`src/rtl/sram_bridge.sv`:
```
// Memory-port responder driving an asynchronous 16-bit SRAM with programmable read/write wait states.
// Optional one-entry write-through read cache enabled by defining SRAM_BRIDGE_RDCACHE_EN.
module sram_bridge #(
  parameter int ADDR_W  = 8,
  parameter int DATA_W  = 16,
  parameter int WAIT_RD = 2,
  parameter int WAIT_WR = 2
) (
  input  logic              clk,
  input  logic              rst_n,
  input  logic              req,
  input  logic              wren,
  input  logic [ADDR_W-1:0] addr,
  input  logic [DATA_W-1:0] wdata,
  output logic [DATA_W-1:0] rdata,
  output logic              ack,
  output logic              busy,
  output logic [ADDR_W-1:0] sram_addr,
  output logic [DATA_W-1:0] sram_dq_out,
  output logic              sram_dq_oe,
  input  logic [DATA_W-1:0] sram_dq_in,
  output logic              sram_ce_n,
  output logic              sram_oe_n,
  output logic              sram_we_n,
  output logic [1:0]        state_dbg
);

  // Handshake: req is held with wren/addr/wdata until ack; ack is a one-cycle pulse,
  // and req is sampled only in IDLE, so a req still high on the edge after ack starts a new access.
  typedef enum logic [1:0] {IDLE, READ, WRITE, WR_RECOVER} state_t;

  localparam int WAIT_MAX = (WAIT_RD > WAIT_WR) ? WAIT_RD : WAIT_WR;
  localparam int CNT_W    = (WAIT_MAX > 1) ? $clog2(WAIT_MAX) : 1;

  state_t             state;
  logic [CNT_W-1:0]   cnt;
  logic               cache_hit;

`ifdef SRAM_BRIDGE_RDCACHE_EN
  logic               c_valid;
  logic [ADDR_W-1:0]  c_tag;
  logic [DATA_W-1:0]  c_data;
  assign cache_hit = !wren && c_valid && (c_tag == addr);
`else
  assign cache_hit = 1'b0;
`endif

  assign busy      = (state != IDLE);
  assign state_dbg = state;

  always_ff @(posedge clk or negedge rst_n) begin
    if (!rst_n) begin
      state       <= IDLE;
      cnt         <= '0;
      rdata       <= '0;
      ack         <= 1'b0;
      sram_addr   <= '0;
      sram_dq_out <= '0;
      sram_dq_oe  <= 1'b0;
      sram_ce_n   <= 1'b1;
      sram_oe_n   <= 1'b1;
      sram_we_n   <= 1'b1;
`ifdef SRAM_BRIDGE_RDCACHE_EN
      c_valid     <= 1'b0;
      c_tag       <= '0;
      c_data      <= '0;
`endif
    end else begin
      ack <= 1'b0;
      case (state)
        IDLE: begin
          if (req) begin
            if (cache_hit) begin
`ifdef SRAM_BRIDGE_RDCACHE_EN
              rdata <= c_data;
`endif
              ack   <= 1'b1;
            end else if (wren) begin
              sram_addr   <= addr;
              sram_dq_out <= wdata;
              sram_dq_oe  <= 1'b1;
              sram_ce_n   <= 1'b0;
              sram_we_n   <= 1'b0;
              cnt         <= CNT_W'(WAIT_WR - 1);
              state       <= WRITE;
`ifdef SRAM_BRIDGE_RDCACHE_EN
              if (c_valid && (c_tag == addr)) c_data <= wdata;
`endif
            end else begin
              sram_addr <= addr;
              sram_ce_n <= 1'b0;
              sram_oe_n <= 1'b0;
              cnt       <= CNT_W'(WAIT_RD - 1);
              state     <= READ;
            end
          end
        end
        READ: begin
          if (cnt == '0) begin
            rdata     <= sram_dq_in;
            ack       <= 1'b1;
            sram_ce_n <= 1'b1;
            sram_oe_n <= 1'b1;
            state     <= IDLE;
`ifdef SRAM_BRIDGE_RDCACHE_EN
            c_valid   <= 1'b1;
            c_tag     <= sram_addr;
            c_data    <= sram_dq_in;
`endif
          end else begin
            cnt <= cnt - 1'b1;
          end
        end
        WRITE: begin
          if (cnt == '0) begin
            sram_we_n <= 1'b1;
            state     <= WR_RECOVER;
          end else begin
            cnt <= cnt - 1'b1;
          end
        end
        WR_RECOVER: begin
          // Data stays driven one cycle past the we_n rise for SRAM hold time.
          sram_ce_n  <= 1'b1;
          sram_dq_oe <= 1'b0;
          ack        <= 1'b1;
          state      <= IDLE;
        end
        default: state <= IDLE;
      endcase
    end
  end

endmodule
```
`config.mk`:
```
export PLATFORM = sky130hd
export DESIGN_NAME = sram_bridge
export DESIGN_NICKNAME = d
export VERILOG_FILES = /design/src/rtl/sram_bridge.sv
export SDC_FILE = /design/constraint.sdc
export NUM_CORES = 1
export LEC_CHECK = 0
export CORE_ASPECT_RATIO = 1.5
export CORE_MARGIN = 8
export CORE_UTILIZATION = 35
export DETAILED_ROUTE_END_ITERATION = 6
export HOLD_SLACK_MARGIN = 0.03
export PLACE_DENSITY = 0.66
export SYNTH_ARGS = -nofsm -noshare
export SYNTH_HDL_FRONTEND = slang
export SYNTH_SLANG_ARGS = --single-unit
```
`constraint.sdc`:
```
create_clock -name clk -period 2 [get_ports clk]
set_clock_uncertainty 0.1 [all_clocks]
set_input_delay 0.4 -clock clk [delete_from_list [all_inputs] [get_ports clk]]
set_output_delay 0.4 -clock clk [all_outputs]
set_load 0.03 [all_outputs]
```
# After elaboration in Yosys (flattened, before gate mapping)
# Cells that the tools add are included.
[word_totals]
output_inout_bits = 48
in_bits = 44
word_cells = 59
reg_bits = 48
[classes]
n_eq_ne = 8
reduce_logical = 17
bitwise = 1
muxes = 22
n_addsub = 1
[ops]
columns = ["operator", "n"]
rows = [
  ["$reduce_and A3 Y1", 4],
  ["$mux W1", 11],
  ["$ne A2 B2 Y1 const B", 5],
  ["$pmux W1 S2", 5],
  ["$reduce_bool A2 Y1", 5],
  ["$mux W2", 4],
  ["$pmux W2 S4", 1],
  ["$reduce_and A4 Y1", 2],
  ["$reduce_and A2 Y1", 3],
  ["$eq A2 B2 Y1 const B", 2],
  ["$pmux W1 S3", 1],
  ["$reduce_bool A3 Y1", 1],
  ["$eq A2 B1 Y1 const B", 1],
  ["$logic_not A2 Y1", 1],
  ["$reduce_or A2 Y1", 1],
  ["$not A1 Y1", 1],
  ["$sub A1 B1 Y1 const B", 1],
]

# Longest topological paths before layout
# Gate-level depths: netlist (run 1).
[depth]
depth_word = 4
ltp_mapped = 7
mapped_depth_nobuf = 5

# Least setup slack after synthesis (run 1)
# OpenSTA, ideal clock, no wires.
[synth_timing]
path_type = "reg2reg"
from = "register state[0] (netlist: state_dbg[0])"
to = "register sram_dq_out[0]"
required_ns = 1.775
stages_incl_launch_ff = 7
slack_ns = 0.101
period_less_slack_ns = 1.899
setup_time_ns = 0.125
path_buffers = 2
arrival_time_ns = 1.674
cell_sequence = "dfrtp_1 inv_1 ha_1 buf_4 nand3_4 buf_6 mux2_4"
[synth_between]
elab_chain_cells = 2
[synth_lines]
columns = ["element", "line_no", "text"]
rows = [
  ["start: declaration", "35", "state_t state;"],
  ["start signal: assignment", "53", "state <= IDLE;"],
  ["start signal: assignment", "85", "state <= WRITE;"],
  ["start signal: assignment", "94", "state <= READ;"],
  ["$logic_not A2 Y1", "70", "case (state)"],
  ["$reduce_and A3 Y1 (no line)", "-", ""],
  ["end signal: assignment", "80", "sram_dq_out <= wdata;"],
  ["end: declaration", "19", "output logic [DATA_W-1:0] sram_dq_out,"],
]
# Every way passes these cells.
# A chain may end at the register's enable or synchronous reset.

# Worst setup path in the final report (run 1)
[layout_timing]
from = "register state[1] (netlist: state_dbg[1])"
to = "output state_dbg[1]"
[layout_rtl]
columns = ["element", "line_no", "text"]
rows = [
  ["end: declaration", "25", "output logic [1:0] state_dbg"],
]
# No word-level cell between the ends.

==> impl_metrics.py, run 1 <==
metrics = {
    "run_status": {
        "result_of_the_run": "complete, no violations",
    },
    "job": {
        "max_cap_violations": 0,
    },
    "finish": {
        "post-route-cell-area_um2": 3180,
        "diodes": 0,
        "flow.area_growth_from_synthesis_pct": 51.3,
        "sequential_cell_area_um2": 1200,
        "multi_input_comb_area_um2": 825,
        "finalNonFillerCells": 308,
        "fin_nets": 286,
        "fraction_of_layout_instances_using_a_drive_strength_above_1_pct": 25.0,
        "finish.utilization_pct": 55.0,
        "fillerInstances": 520,
    },
    "placed_design": {
        "postPlaceCellArea_um2": 3100,
        "post-dp-hpwl_mm": 4.00,
        "final_weighted_congestion_in_routability_driven_placement": 0.781,
        "input_output_buffers": 91,
        "place_inst": 299,
    },
    "clock_tree": {
        "ctsLongestPathBuffers": 2,
        "clk_root_buffer_cell": "sky130_fd_sc_hd__clkbuf_8",
        "clk_pin_slew_ps": 80,
        "clk_latency_ps": 290,
        "post-cts-setup-buffers": 0,
        "numCtsBuffers": 5,
        "cts_tree": "yes",
        "h-tree-depth": 2,
        "clock_sink_count": 48,
    },
    "synthesis": {
        "ys_async_sr_fraction_pct": 100,
        "synth_enable_flop_cells": 0,
        "number_of_synthesis_warnings": 0,
        "ys_seq_elements": 48,
        "mappedNetlistArea_um2": 2100,
        "post_synth.cell_area_avg_um2": 15.4,
        "post_synth_net_total": 188,
        "synth_sequential_area_ratio_pct": 57.3,
        "postSynthCellCount": 137,
        "synth_ff_type": "sky130_fd_sc_hd__dfrtp_1",
        "synth_cell_types": 27,
    },
    "detailed_routing": {
        "drt.antenna.violating_nets": 0,
        "remaining_drc_errors": 0,
        "met3_length_um": 497,
        "detailedRoute.firstIterationViolations": 33,
        "num_vias": 1427,
        "route.met2.wl_mm": 2.58,
        "m1WireLength_mm": 2.05,
        "routed_wirelength_mm": 5.19,
        "highest_layer": "met4",
        "avgRoutedWirePerCell_um": 16.8,
        "drt-vias-per-instance": 4.63,
        "detail_route.first_pass.iterations": 4,
    },
    "hold_path": {
        "min_path_type": "flop to flop",
    },
    "die": {
        "pin_count": 92,
        "die_extent_in_y_um": 111,
        "floorplan.die_area_um2": 8800,
        "num_rows": 34,
        "die_w_um": 79.3,
        "initial_core_util_pct": 36.4,
        "core_area_um2": 5790,
    },
    "timing": {
        "fin_crit_ps": 1920,
        "timing.final.setup_violations": 0,
        "setup_tns_ps": 0,
        "grt_setup_unrepaired": "false",
        "clock.fmax_mhz": 520,
        "final_min_period_over_clock_period_pct": 96.1,
        "tightest_slew_ps": 401,
        "hold_viol_final": 0,
        "slew_headroom_pct": 73.0,
        "slew_viol_final": 0,
    },
    "grt": {
        "via_count_of_the_first_global_routing_pass": 1507,
        "total_grt_overflow": 0,
        "global_route.usage.total_pct": 12.0,
        "antenna_found_initial": 0,
        "largest_net_degree_at_the_start_of_global_routing": 49,
        "grt_first_pass_wirelength_mm": 8.23,
    },
    "worst_setup_path": {
        "timing_worst_setup_path_type": "flop to primary output",
        "data_required_time_at_the_worst_endpoint_ps": 1500,
        "worst_path_largest_cell_delay_ps": 710,
        "cp_top_family": "buffers and inverters",
        "cp_max_fo": 5,
        "worstPathBufferInverterCount": 1,
        "crit_path_start_kind": "flop",
        "worstSetupEndpointType": "primary output",
        "worst_path_max_delay_cell": "sky130_fd_sc_hd__clkdlybuf4s50_1",
        "critical_path.cell_chain": "clkdlybuf4s50_1",
        "timing.critical_path.arrival_ps": 1420,
    },
    "power_and_ir_drop": {
        "total_leakage_power_nw": 1.39,
        "power_per_cell_area_nw_per_um2": 1800,
        "peakVddDrop_mv": 0.874,
    },
}
-- synth_stat cells, types with 3 or more instances --
cell,n,area [um2]
sky130_fd_sc_hd__dfrtp_1,45,1130
sky130_fd_sc_hd__mux2_2,23,259
sky130_fd_sc_hd__mux2_4,17,255
sky130_fd_sc_hd__ha_1,7,87.6
sky130_fd_sc_hd__inv_1,5,18.8
sky130_fd_sc_hd__mux2i_1,4,40.0
sky130_fd_sc_hd__o21ai_0,4,20.0
sky130_fd_sc_hd__a21oi_1,3,15.0
sky130_fd_sc_hd__dfstp_2,3,78.8
sky130_fd_sc_hd__nand2b_1,3,18.8
sky130_fd_sc_hd__nor2_1,3,11.3
-- state kept, by name, indices dropped and copies added (netlist names) --
| name | flops |
|---|---|
| sram_we_n | 1 |
| state_dbg | 2 |
| sram_ce_n | 1 |
| ack | 1 |
| sram_oe_n | 1 |
| sram_dq_oe | 1 |
| sram_addr | 8 |
| sram_dq_out | 16 |
| cnt | 1 |
| rdata | 16 |
-- cells by family after synthesis --
kind of cell,Yosys count,share of synthesized area [%]
flops,48,57.3
compound gates,13,3.93
fa+ha+maj,7,4.16
buf+inv,10,3.63
simple gates,15,4.64
mux,44,26.4
-- layout by cell type, fill, tap and decap left out, drive strengths merged, types with 2 or more instances in the layout --
master | netlist | layout
clkdlybuf4s50 | 0 | 85
dlygate4sd2 | 0 | 4
dfstp | 3 | 3
mux2i | 4 | 4
buf | 5 | 6
a21oi | 3 | 3
nand2 | 3 | 3
nor2b | 2 | 2
nor2 | 3 | 3
mux2 | 40 | 40
dfrtp | 45 | 45
ha | 7 | 7
nand2b | 3 | 3
clkbuf | 0 | 7
o21ai | 4 | 4
inv | 5 | 5
-- stage by stage --
step                hold WS [ps]  worst slack, ps  total power [mW]
global placement             307              133              5.25
global route                 388             6.27              6.08
detailed placement           309             79.7              5.28
CTS                          371             42.8              5.84
floorplan                   4.41              101              3.92
finish                       365             77.8              5.74
-- final cells by class --
class | count | share of cell area (%)
clock buffers | 7 | 2.40
clock inverters | 1 | 0.157
inverters | 5 | 0.590
multi-input cells | 79 | 25.9
flip-flops and latches | 48 | 37.9
well taps | 72 | 2.83
repair buffers | 96 | 30.3
-- timing repair --
item                                    4_1_cts  5_1_grt
hold endpoints to repair                     45        0
endpoints found under the setup margin        4        0
resized for setup                             4        0
hold buffers                                  1        0
-- final timing paths --
check                              from             end  slack (ps)  cells after the start
setup / recovery           state_dbg[1]    state_dbg[1]          80                      1
hold / removal                sram_ce_n       sram_ce_n         360                      2
setup reg to reg           state_dbg[0]  sram_dq_out[0]         130                      4
hold reg to reg               sram_ce_n       sram_ce_n         360                      2
max in group asynchronous         rst_n       sram_we_n        1000                      3
min in group asynchronous         rst_n  sram_dq_out[2]         510                      3
-- power breakdown --
part	switching [mW]	internal (mW)	leakage (nW)	total [mW]
sequential	0.281	1.49	0.566	1.78
clock	0.297	0.246	0.0422	0.542
combinational	1.77	1.64	0.785	3.42
-- per-layer routing --
metal / GRT usage [%] / vias to the layer above
met4: 3.73 / 0
met5: 0 / -
met3: 4.71 / 5
li1: - / 670
met2: 20.0 / 67
met1: 13.4 / 685
Power figures use the tool's default switching activity.
==> run 2: changes to the inputs <==
--- a/config.mk
+++ b/config.mk
@@ -5,7 +5,7 @@
 export SDC_FILE = /design/constraint.sdc
 export NUM_CORES = 1
 export LEC_CHECK = 0
-export CORE_ASPECT_RATIO = 1.5
+export CORE_ASPECT_RATIO = 2
 export CORE_MARGIN = 8
 export CORE_UTILIZATION = 35
 export DETAILED_ROUTE_END_ITERATION = 6
==> run 2 against run 1 <==
- final area is 1.0% higher
- sequential cell count stayed put
- clock power is 52% higher
- combinational power hardly changed
- critical endpoint unchanged
- largest cell class unchanged
- largest power group unchanged
==> impl_metrics.py, run 2 (synthesized netlist as in run 1, its figures left out) <==
metrics = {
    "run_status": {
        "result_of_the_run": "complete, no violations",
    },
    "clock_tree": {
        "h-tree-depth": 2,
        "post-cts-setup-buffers": 0,
        "ctsLongestPathBuffers": 2,
        "numCtsBuffers": 5,
        "clk_pin_slew_ps": 60,
        "clock_sink_count": 48,
        "clk_latency_ps": 280,
        "cts_tree": "yes",
        "cts_hold_repair_buffers": 0,
        "clk_root_buffer_cell": "sky130_fd_sc_hd__clkbuf_16",
    },
    "worst_setup_path": {
        "crit_path_start_kind": "flop",
        "worstSetupEndpointType": "primary output",
        "critical_path.cell_chain": "clkdlybuf4s50_1",
        "cp_max_fo": 5,
        "data_required_time_at_the_worst_endpoint_ps": 1500,
        "timing.critical_path.arrival_ps": 1410,
        "cp_top_family": "buffers and inverters",
        "worstPathBufferInverterCount": 1,
        "timing_worst_setup_path_type": "flop to primary output",
        "worst_path_max_delay_cell": "sky130_fd_sc_hd__clkdlybuf4s50_1",
        "worst_path_largest_cell_delay_ps": 700,
        "rrSetupSlack_ps": 210,
    },
    "placed_design": {
        "final_weighted_congestion_in_routability_driven_placement": 0.733,
        "place_inst": 291,
        "post-place-ws_ps": 115,
        "post-dp-hpwl_mm": 3.82,
        "input_output_buffers": 91,
    },
    "timing": {
        "clock.fmax_mhz": 523,
        "slew_headroom_pct": 59.4,
        "final_min_period_over_clock_period_pct": 95.6,
        "timing.final.setup_violations": 0,
        "slew_viol_final": 0,
        "hold_viol_final": 0,
        "tightest_slew_ps": 609,
        "grt_setup_unrepaired": "false",
        "fin_crit_ps": 1910,
        "final_layout_worst_hold_slack_ps": 95.0,
        "setup_slack_ps": 88.8,
        "setup_tns_ps": 0,
    },
    "grt": {
        "grt_first_pass_wirelength_mm": 8.01,
        "total_grt_overflow": 0,
        "via_count_of_the_first_global_routing_pass": 1570,
        "antenna_found_initial": 0,
        "global_route.usage.total_pct": 11.1,
        "largest_net_degree_at_the_start_of_global_routing": 49,
    },
    "die": {
        "die_w_um": 70.8,
        "pin_count": 92,
        "num_rows": 40,
        "floorplan.die_area_um2": 8900,
        "initial_core_util_pct": 35.6,
        "die_extent_in_y_um": 126,
        "core_area_um2": 5910,
    },
    "power_and_ir_drop": {
        "peakVddDrop_mv": 0.912,
        "power_per_cell_area_nw_per_um2": 1870,
        "totalPowerFinal_mw": 6.00,
        "total_leakage_power_nw": 1.42,
    },
    "detailed_routing": {
        "detail_route.first_pass.iterations": 3,
        "drt.antenna.violating_nets": 0,
        "routed_wirelength_mm": 4.94,
        "remaining_drc_errors": 0,
        "avgRoutedWirePerCell_um": 16.5,
        "num_vias": 1457,
        "detailedRoute.firstIterationViolations": 30,
        "drt-vias-per-instance": 4.87,
    },
    "finish": {
        "fin_nets": 286,
        "multi_input_comb_area_um2": 825,
        "final_common_cell": "sky130_fd_sc_hd__clkdlybuf4s50_1",
        "fraction_of_layout_instances_using_a_drive_strength_above_1_pct": 26.3,
        "finalNonFillerCells": 299,
        "top_regs": "rdata x16, sram_dq_out x16, sram_addr x8",
        "most_used_cells_in_the_layout_excluding_fill_and_tap_cells": "sky130_fd_sc_hd__clkdlybuf4s50_1 (85), sky130_fd_sc_hd__dfrtp_1 (45), sky130_fd_sc_hd__mux2_2 (23)",
        "fillerInstances": 535,
        "sequential_cell_area_um2": 1200,
        "diodes": 0,
        "flow.area_growth_from_synthesis_pct": 52.9,
    },
    "hold_path": {
        "min_path_type": "input port to asynchronous set/reset pin",
    },
    "job": {
        "max_cap_violations": 0,
    },
}
run 2: changes by cell type in the layout (fill, tap and decap cells not counted), moves of 2 or more:
cell | previous run | this run
sky130_fd_sc_hd__buf_4 | 3 | 6
sky130_fd_sc_hd__clkinvlp_4 | 0 | 2
sky130_fd_sc_hd__clkbuf_16 | 0 | 5
sky130_fd_sc_hd__buf_12 | 2 | 0
sky130_fd_sc_hd__clkbuf_8 | 5 | 0
sky130_fd_sc_hd__clkbuf_1 | 2 | 0
run 2: area by class of cell:
class	instances	area share, %
Clock inverter	3	0.739
Multi-Input combinational cell	79	25.6
Timing Repair Buffer	96	29.2
Inverter	5	0.584
Clock buffer	5	3.89
Tap cell	63	2.45
Sequential cell	48	37.5
run 2: power by group:
part           switching, mW  internal, mW  leakage, nW  total (mW)
clock network          0.360         0.465       0.0660       0.825
logic                   1.75          1.63        0.787        3.39
registers              0.290          1.50        0.566        1.79
total                   2.40          3.60         1.42        6.00
run 2: metal layers:
layer,up-vias,wire [um],track usage (%)
li1,670,-,-
met1,704,2300,14.4
met2,77,2050,15.7
met3,6,526,5.01
met4,0,71,4.08
met5,-,0,0
run 2: final timing paths:
| kind | from | to | depth (start not counted) |
|---|---|---|---|
| hold reg to reg | sram_ce_n | sram_ce_n | 2 |
| setup reg to reg | state_dbg[1] | rdata[4] | 5 |
| max in group asynchronous | rst_n | sram_dq_out[7] | 2 |
| min in group clk | sram_ce_n | sram_ce_n | 2 |
| setup / recovery | state_dbg[1] | state_dbg[1] | 1 |
| hold / removal | rst_n | rdata[9] | 2 |
run 2: through the flow:
step,cell area (um2),util (%)
detailed placement,3070,51.9
finish,3220,54.4
CTS,3210,54.4
floorplan,2100,-
global route,3220,54.4
global placement,3070,51.9
run 2: what timing repair did:
action	in CTS	in global routing
gates cloned	0	0
setup endpoints to repair	3	1
resized for setup	3	1
